### config.mk
export PLATFORM = sky130hd
export DESIGN_NAME = perf_snapshot_ctrl
export DESIGN_NICKNAME = d
export VERILOG_FILES = /design/src/rtl/ariane_pkg.sv /design/src/rtl/perf_snapshot_ctrl_timer.sv /design/src/rtl/perf_snapshot_ctrl.sv
export SDC_FILE = /design/constraint.sdc
export NUM_CORES = 1
export LEC_CHECK = 0
export BUFFER_PORTS_ARGS = -buffer_cell sky130_fd_sc_hd__buf_2
export CAP_MARGIN = 20
export CELL_PAD_IN_SITES_DETAIL_PLACEMENT = 1
export CELL_PAD_IN_SITES_GLOBAL_PLACEMENT = 1
export CORE_MARGIN = 5
export CORE_UTILIZATION = 35
export CTS_CLUSTER_DIAMETER = 120
export DETAILED_ROUTE_END_ITERATION = 6
export HOLD_SLACK_MARGIN = 0.12
export PLACE_DENSITY = 0.8
export SLEW_MARGIN = 20
export SYNTH_ARGS = -nofsm -noshare
export SYNTH_HDL_FRONTEND = slang
export SYNTH_SLANG_ARGS = --single-unit
### constraint.sdc
create_clock -name clk_i -period 5.8 [get_ports clk_i]
set_input_delay 0.29 -clock clk_i [delete_from_list [all_inputs] [get_ports clk_i]]
set_output_delay 0.29 -clock clk_i [all_outputs]
set_load 0.02 [all_outputs]
### src/rtl/ariane_pkg.sv
// Shared definitions for the perf-counter snapshot path: counter address window,
// snapshot beat layout and the controller state encoding.
package ariane_pkg;

    localparam logic [4:0]  PERF_CNT_FIRST = 5'd3;
    localparam logic [4:0]  PERF_CNT_LAST  = 5'd17;
    localparam int unsigned PERF_SEQ_W     = 16;

    typedef struct packed {
        logic [4:0]            idx;
        logic [63:0]           data;
        logic                  last;
        logic [PERF_SEQ_W-1:0] seq;
    } perf_snap_t;

    typedef enum logic {
        SNAP_IDLE,
        SNAP_SWEEP
    } snap_state_e;

    function automatic logic [15:0] sat_add16(input logic [15:0] a, input logic [1:0] b);
        logic [16:0] sum;
        sum = {1'b0, a} + {15'b0, b};
        return sum[16] ? 16'hFFFF : sum[15:0];
    endfunction

endpackage

### src/rtl/perf_snapshot_ctrl_timer.sv
// Periodic sweep timer: counts while enabled, raises expire_o for one cycle at
// period_i-1 and restarts. Frozen in debug mode, held at zero when period_i is 0.
module perf_period_timer (
    input  logic        clk_i,
    input  logic        rst_ni,
    input  logic        debug_mode_i,
    input  logic [31:0] period_i,
    output logic        expire_o
);

    logic [31:0] timer_q, timer_d;
    logic        enabled;

    always_comb begin
        enabled  = (period_i != 32'd0);
        expire_o = enabled && !debug_mode_i && (timer_q == period_i - 32'd1);
        timer_d  = timer_q;
        if (!enabled) begin
            timer_d = 32'd0;
        end else if (!debug_mode_i) begin
            timer_d = expire_o ? 32'd0 : timer_q + 32'd1;
        end
    end

    always_ff @(posedge clk_i or negedge rst_ni) begin
        if (!rst_ni) begin
            timer_q <= 32'd0;
        end else begin
            timer_q <= timer_d;
        end
    end

endmodule

### src/rtl/perf_snapshot_ctrl.sv
// Sweeps NUM_CNT perf counters through the shared counter port and streams each
// value out through a one-entry output register, optionally clearing on read.
module perf_snapshot_ctrl
    import ariane_pkg::*;
#(
    parameter int unsigned NUM_CNT   = 15,
    parameter logic [4:0]  BASE_ADDR = PERF_CNT_FIRST,
    parameter int unsigned SEQ_W     = 16
) (
    input  logic             clk_i,
    input  logic             rst_ni,
    input  logic             debug_mode_i,
    input  logic             trigger_i,
    input  logic [31:0]      period_i,
    input  logic             clear_on_read_i,
    output logic             perf_req_o,
    input  logic             perf_gnt_i,
    output logic [4:0]       perf_addr_o,
    output logic             perf_we_o,
    output logic [63:0]      perf_data_o,
    input  logic [63:0]      perf_data_i,
    output logic             snap_valid_o,
    input  logic             snap_ready_i,
    output logic [4:0]       snap_idx_o,
    output logic [63:0]      snap_data_o,
    output logic             snap_last_o,
    output logic [SEQ_W-1:0] snap_seq_o,
    output logic             busy_o,
    output logic [15:0]      missed_o
);

    localparam logic [4:0] LAST_IDX = 5'(NUM_CNT - 1);

    // The beat layout is shared with downstream consumers, so the width is fixed there.
    if (SEQ_W != PERF_SEQ_W) begin : g_seq_w_check
        $error("SEQ_W must equal ariane_pkg::PERF_SEQ_W");
    end

    snap_state_e      state_q, state_d;
    logic [4:0]       idx_q, idx_d;
    logic             pending_q, pending_d;
    logic [SEQ_W-1:0] seq_q, seq_d;
    logic [15:0]      missed_q, missed_d;
    perf_snap_t       snap_q, snap_d;
    logic             snap_valid_q, snap_valid_d;

    logic       timer_expire;
    logic       access;
    logic       access_done;
    logic [1:0] req_cnt;
    logic [1:0] leftover;

    perf_period_timer u_timer (
        .clk_i        (clk_i),
        .rst_ni       (rst_ni),
        .debug_mode_i (debug_mode_i),
        .period_i     (period_i),
        .expire_o     (timer_expire)
    );

    // No prefetch: the port is only touched when the output register can take the result.
    assign access      = (state_q == SNAP_SWEEP) && (!snap_valid_q || snap_ready_i);
    assign access_done = access && perf_gnt_i;
    assign req_cnt     = 2'(trigger_i) + 2'(timer_expire) + 2'(pending_q);

    always_comb begin
        // NOTE: every combinational output gets a default first, so no path infers a latch.
        state_d      = state_q;
        idx_d        = idx_q;
        seq_d        = seq_q;
        missed_d     = missed_q;
        snap_d       = snap_q;
        snap_valid_d = snap_valid_q;
        leftover     = req_cnt;

        if (state_q == SNAP_IDLE) begin
            if (req_cnt != 2'd0) begin
                state_d  = SNAP_SWEEP;
                leftover = req_cnt - 2'd1;
            end
        end else if (access_done) begin
            if (idx_q == LAST_IDX) begin
                idx_d   = 5'd0;
                seq_d   = seq_q + SEQ_W'(1);
                state_d = SNAP_IDLE;
            end else begin
                idx_d = idx_q + 5'd1;
            end
        end

        // Pending absorbs one request; anything beyond that is only counted.
        pending_d = (leftover != 2'd0);
        if (leftover > 2'd1) begin
            missed_d = sat_add16(missed_q, leftover - 2'd1);
        end

        if (access_done) begin
            snap_valid_d = 1'b1;
            snap_d.idx   = idx_q;
            snap_d.data  = perf_data_i;
            snap_d.last  = (idx_q == LAST_IDX);
            snap_d.seq   = seq_q;
        end else if (snap_valid_q && snap_ready_i) begin
            snap_valid_d = 1'b0;
        end
    end

    always_ff @(posedge clk_i or negedge rst_ni) begin
        if (!rst_ni) begin
            state_q      <= SNAP_IDLE;
            idx_q        <= 5'd0;
            pending_q    <= 1'b0;
            seq_q        <= '0;
            missed_q     <= 16'd0;
            snap_q       <= '0;
            snap_valid_q <= 1'b0;
        end else begin
            // NOTE: sequential state uses non-blocking assignments so all registers update together.
            state_q      <= state_d;
            idx_q        <= idx_d;
            pending_q    <= pending_d;
            seq_q        <= seq_d;
            missed_q     <= missed_d;
            snap_q       <= snap_d;
            snap_valid_q <= snap_valid_d;
        end
    end

    assign perf_req_o   = access;
    assign perf_we_o    = access && clear_on_read_i;
    assign perf_addr_o  = access ? BASE_ADDR + idx_q : BASE_ADDR;
    assign perf_data_o  = 64'd0;

    assign snap_valid_o = snap_valid_q;
    assign snap_idx_o   = snap_q.idx;
    assign snap_data_o  = snap_q.data;
    assign snap_last_o  = snap_q.last;
    assign snap_seq_o   = snap_q.seq;
    assign busy_o       = (state_q == SNAP_SWEEP) || snap_valid_q;
    assign missed_o     = missed_q;

endmodule

* Word-level counts from Yosys, hierarchy flattened
Cells that the tools add are included.
** Operators by class
- Add/sub/neg operators :: 10
- $mul :: 0
- Div/mod/pow operators :: 0
- Order comparisons :: 1
- Eq/ne operators :: 3
- Shift operators :: 0
- Muxes and demuxes :: 14
- Bitwise gates (word level) :: 0
- Reduce and logical (&&, ||, !) cells :: 16
** Operators with widths (count)
- two-way mux 32 bit :: 3
- adder 32 x 1 -> 32 bit (second input constant) :: 1
- == test 32 bit :: 1
- nonzero test 32 bit :: 1
- subtractor 32 x 1 -> 32 bit (second input constant) :: 1
- adder 16 x 2 -> 17 bit :: 1
- adder 16 x 1 -> 16 bit (second input constant) :: 1
- two-way mux 16 bit :: 1
- two-way mux 5 bit :: 2
- logical AND 1 bit :: 6
- two-way mux 1 bit :: 6
- nonzero test 2 bit :: 3
- adder 2 x 5 -> 5 bit (first input constant) :: 1
- adder 5 x 1 -> 5 bit (second input constant) :: 1
- == test 5 x 4 -> 1 bit (second input constant) :: 1
- two-way mux 2 bit :: 2
- subtractor 2 x 1 -> 2 bit (second input constant) :: 2
- AND reduction 3 bit :: 1
- adder 1 x 1 -> 2 bit :: 1
- adder 2 x 1 -> 2 bit :: 1
- > comparator 2 x 1 -> 1 bit (second input constant) :: 1
- logical NOT 1 bit :: 2
- logical OR 1 bit :: 2
- inequality test 2 bit (second input constant) :: 1
- AND reduction 2 bit :: 1
** Storage, ports and cells
- Register bits :: 158
- Latch bits :: 0
- RAM bits :: 0
- Bits in read-only memories :: 0
- Input bits :: 103
- Output and inout bits :: 175
- Logic and storage cells :: 55
- Memories kept :: 0

* Depth between registers and ports, before layout
- Depth in word-level cells :: 11
- Gate-level depth with buffers :: 23
- Gate-level depth less buffers :: 23

* By module
A second synthesis with hierarchy kept.
** Unflattened totals
- Cells, all modules :: 990
- Area total of the unflattened synthesis :: 8744.6 µm²
** Modules (own cells, without submodules)
- perf_snapshot_ctrl :: times used 1, cells each 642, area an instance 5791.8 µm², sequential area each 3153.0 µm²
- perf_period_timer :: times used 1, cells each 348, area an instance 2952.8 µm², sequential area each 800.8 µm²

* Least setup slack after synthesis
OpenSTA, ideal clock, no wires.
- Kind :: input -> register
- From :: input port period_i[2]
- To :: register missed_q[15], in the netlist missed_o[15]
- Setup time :: 125 ps
- Data arrival time :: 5183 ps
- Data required time :: 5675 ps
- Slack :: 493 ps
- Stages on the path :: 21
- Buffers on the path :: 1
- Cell sequence :: buf_2 > or4_4 > or4_4 > or4_4 > nor2_2 > a31oi_1 > nor4_1 > and3_1 > nand2_1 > fa_1 > nand2_1 > o21a_1 > ha_1 > inv_1 > ha_1 > a21oi_1 > nor4b_1 > and2_1 > nor2b_1 > nand4_1 > mux2_2
** On the way
- Longest elaborated chain between the ends :: 11
- Elaborated cells on any way between the ends :: 15
- Classes of those cells :: add/sub (6); order compare (1); eq/ne (1); mux (3); reduce/logical (4)
** Ends and longest elaborated chain
- start, declared :: line perf_snapshot_ctrl.sv:14 : input logic [31:0] period_i,
- subtractor 32 x 1 -> 32 bit or nonzero test 32 bit (tied branches) :: line perf_snapshot_ctrl_timer.sv:16, perf_snapshot_ctrl_timer.sv:15
- == test 32 bit or logical AND 1 bit (tied branches) :: line perf_snapshot_ctrl_timer.sv:16 : expire_o = enabled && !debug_mode_i && (timer_q == period_i - 32'd1);
- logical AND 1 bit * :: line perf_snapshot_ctrl_timer.sv:16
- adder 1 x 1 -> 2 bit * :: line perf_snapshot_ctrl.sv:64 : assign req_cnt = 2'(trigger_i) + 2'(timer_expire) + 2'(pending_q);
- adder 2 x 1 -> 2 bit * :: line perf_snapshot_ctrl.sv:64
- subtractor 2 x 1 -> 2 bit or nonzero test 2 bit (tied branches) :: line perf_snapshot_ctrl.sv:79, perf_snapshot_ctrl.sv:77
- two-way mux 2 bit :: line perf_snapshot_ctrl.sv:77 : if (req_cnt != 2'd0) begin
- two-way mux 2 bit * :: line perf_snapshot_ctrl.sv:76 : if (state_q == SNAP_IDLE) begin
- subtractor 2 x 1 -> 2 bit :: line perf_snapshot_ctrl.sv:94 : missed_d = sat_add16(missed_q, leftover - 2'd1);
- adder 16 x 2 -> 17 bit :: line ariane_pkg.sv:23 : sum = {1'b0, a} + {15'b0, b};
- two-way mux 16 bit :: line ariane_pkg.sv:24 : return sum[16] ? 16'hFFFF : sum[15:0];
- end signal, assigned :: line perf_snapshot_ctrl.sv:123 : missed_q <= missed_d;
- end, declared :: line perf_snapshot_ctrl.sv:43 : logic [15:0] missed_q, missed_d;
Mark *: on every way between the ends. The rest lies on a longest branch, timed or not.
A chain may end at the register's enable or synchronous reset.

* Final worst setup path
- From :: input port period_i[3]
- To :: register missed_q[15], in the netlist missed_o[15]
Same word-level chain as after synthesis.

==> impl_metrics.ini <==
[clocking]
cts_tree = built
clock_latency_ns = 0.43
cts_sinks = 158
numCtsBuffers = 17
clk_pin_slew_ns = 0.07
cts-root-buf = clkbuf_16
cts_max_level = 4
postCtsSetupBuffers = 0
clk_path_buf_depth = 2

[grt]
grt.total_usage_pct = 20.5
gr-total-overflow = 0
antenna_found_initial = 2
grt_pass1_wl_um = 47400
grt_max_degree = 90
grt_pass1_vias = 8595

[power]
irDropWorstVdd_uv = 162
power_density_nw_per_um2 = 351
p_total_mw = 3.91
power_leakage_nw = 5.65

[timing]
skew_ns = 0.0157
worst_pin_slew_ns = 0.966
maxClockFrequency_mhz = 190
tns_ns = 0
fin_crit_ns = 5.27
hold_viol = 0
setup_violations = 0
period_share_pct = 90.8
slew_viol_final = 0
relSlewSlack_pct = 35.6
rsz0062_at_grt = false
fin_ws_ns = 0.534

[placed_design]
numPortBuffers = 213
dpl_worst_slack_ns = 0.0823
place.gp.congestion = 0.859
placedInstanceArea_um2 = 9890
place_hpwl_um = 19600

[min_path]
worstHoldPathType = input pin to register
worstHoldStart = perf_data_i[29]

[critical_path]
timing.rr.start = u_timer.timer_q[4]
cp-end-kind = register
worst_r2r_endpoint = missed_o[15]
ff2ff_setup_slack_ns = 0.89
slowest_delay_ns = 0.56
cp-endpoint = missed_o[15]
path_max_fanout = 7
critPathSlowestCell = or4_4
ff2ff_path_depth = 21
criticalPathCategory = input pin to register
cp_common_cell = or4_4
cp.required_ns = 6.11
path_cells = buf_2 -> or4_4 -> or4_4 -> or4_4 -> nor2_2 -> a31oi_1 -> nor4_1 -> and3_1 -> nand2_1 -> fa_1 -> nand2_1 -> o21a_1 -> ha_1 -> inv_1 -> ha_1 -> a21oi_1 -> nor4b_1 -> and2_1 -> nor2b_1 -> nand4_1 -> mux2_2
worstSetupStartpointType = input pin
crit_arrival_ns = 5.58
critPathLaunch = period_i[3]

[routing]
wl_met2_um = 15000
routed.top_layer = met5
met1_length_um = 12700
drtAntennaViolNets = 0
drt-wirelength-per-cell_um = 18.3
vias_per_cell = 5.05
num_vias = 8264
drt_first_pass_iters = 6
first_iter_violations = 538
dr_wl_met3_um = 1510
wl_um = 29900
drc = 0

[layout]
drive_gt1_share_pct = 21.3
nNetsFinal = 1405
area_delta_synth_final_pct = 27.0
final_cell_area_um2 = 11100

[synth]
synth.most_common_cell = nand2_1
yosys_register_bits = 158
ys_top_cells_by_count = nand2_1, dfrtp_1, buf_4
ys_types = 55
avgSynthCellArea_um2 = 8.50
ys.warnings.count = 0
ys.flop_type = dfrtp_1
synth_edf_count = 0
async_reset_ff_share_pct = 100
synth_cells = 1031
ys_seq_area_share_pct = 45.1
synth_area_um2 = 8760
synth.area.top_cells = dfrtp_1, nand2_1, buf_4
yosysTopAreaCellShare_pct = 45.1
yosysTopAreaCell = dfrtp_1

[floorplan]
fp.dieH_um = 168
core_um2 = 24900
die_area_um2 = 28300
num_rows = 58
io_pins = 278
initial_core_util_pct = 35.2
dieWidth_um = 168

[job]
cap_violations = 0

[status]
status = completed
## routing by layer
| layer | vias to the layer above | global-route usage (%) |
|---|---|---|
| met1 | 4124 | 25.7 |
| met3 | 45 | 3.43 |
| met4 | 2 | 6.49 |
| met2 | 230 | 36.2 |
| met5 | - | 0 |
| li1 | 3863 | - |
## power breakdown
group | total (mW) | leakage, nW | switching [mW] | internal (mW)
clock network | 1.13 | 0.287 | 0.547 | 0.580
logic | 1.26 | 3.33 | 0.828 | 0.427
registers | 1.53 | 2.03 | 0.206 | 1.32
total | 3.91 | 5.65 | 1.58 | 2.33
## placed cells by master, fill, tap and decap left out, drive strengths merged, types with 25 or more instances in the layout
master and count:
nand2 328, nor2 35, conb 64, o21ai 34, buf 224, and3 29, dfrtp 158, xnor2 41
nand3 42, dlygate4sd3 64, nor3 32, xor2 25
## cell type report
cell class                      instances  area, um^2
Antenna cell                            2        5.00
Clock buffer                           17         425
Clock inverter                         15         170
Fill cell                            2989       13800
Inverter                               17        63.8
Multi-Input combinational cell        808        4300
Sequential cell                       158        3950
Tap cell                              330         413
Timing Repair Buffer                  288        1800
## repair_timing
item / in CTS / in global routing
endpoints found under the hold margin: 147 / 0
gates resized for setup: 0 / 0
hold buffers: 64 / 0
setup endpoints to repair: 0 / 0
## logic make-up (layout without fill, tap and decap cells)
kind of cell    after synthesis  count (layout)  share of synthesized area, %
compound gates              100             100                          7.27
xor+xnor                     66              66                          6.60
fa+ha+maj                    12              12                          1.89
buf+inv                     128             337                          8.57
flops                       158             158                          45.1
mux                          14              14                          1.69
other cells                   1              66                        0.0428
simple gates                552             552                          28.8
## sequential cells by signal, indices dropped and copies added, names as in the netlist
| register | count |
|---|---|
| snap_data_o | 64 |
| u_timer.timer_q | 32 |
| missed_o | 16 |
| seq_q | 16 |
| snap_seq_o | 16 |
| idx_q | 5 |
| snap_idx_o | 5 |
| pending_q | 1 |
| snap_last_o | 1 |
| snap_valid_o | 1 |
| state_q | 1 |
## worst min-delay path by stage
stage | to | slack (ns) | cells past startpoint
5_1_grt | snap_data_o[29] | 0.12 | 3
2_1_floorplan | idx_q[0] | -0.006 | 0
6_report | snap_data_o[29] | 0.14 | 3
4_1_cts | snap_data_o[29] | 0.12 | 3
3_3_place_gp | u_timer.timer_q[23] | 0.40 | 1
3_5_place_dp | u_timer.timer_q[23] | 0.41 | 1
## critical path, delay by kind of cell
family / cells / cell delay (ns)
muxes: 1 / 0.29
adders and majority gates: 3 / 1.09
buffers and inverters: 2 / 0.21
AOI/OAI and AO/OA: 3 / 0.38
and+or+nand+nor: 12 / 3.30
## stage by stage
| stage | hold slack [ns] | cells | util, % |
|---|---|---|---|
| after global placement | 0.402 | 1537 | 39.7 |
| after detailed placement | 0.412 | 1537 | 39.7 |
| after floorplan | -0.00559 | 1094 | - |
| after global routing | 0.123 | 1634 | 44.7 |
| after CTS | 0.122 | 1633 | 44.7 |
| final | 0.137 | 1635 | 44.7 |
Power figures use the tool's default switching activity.
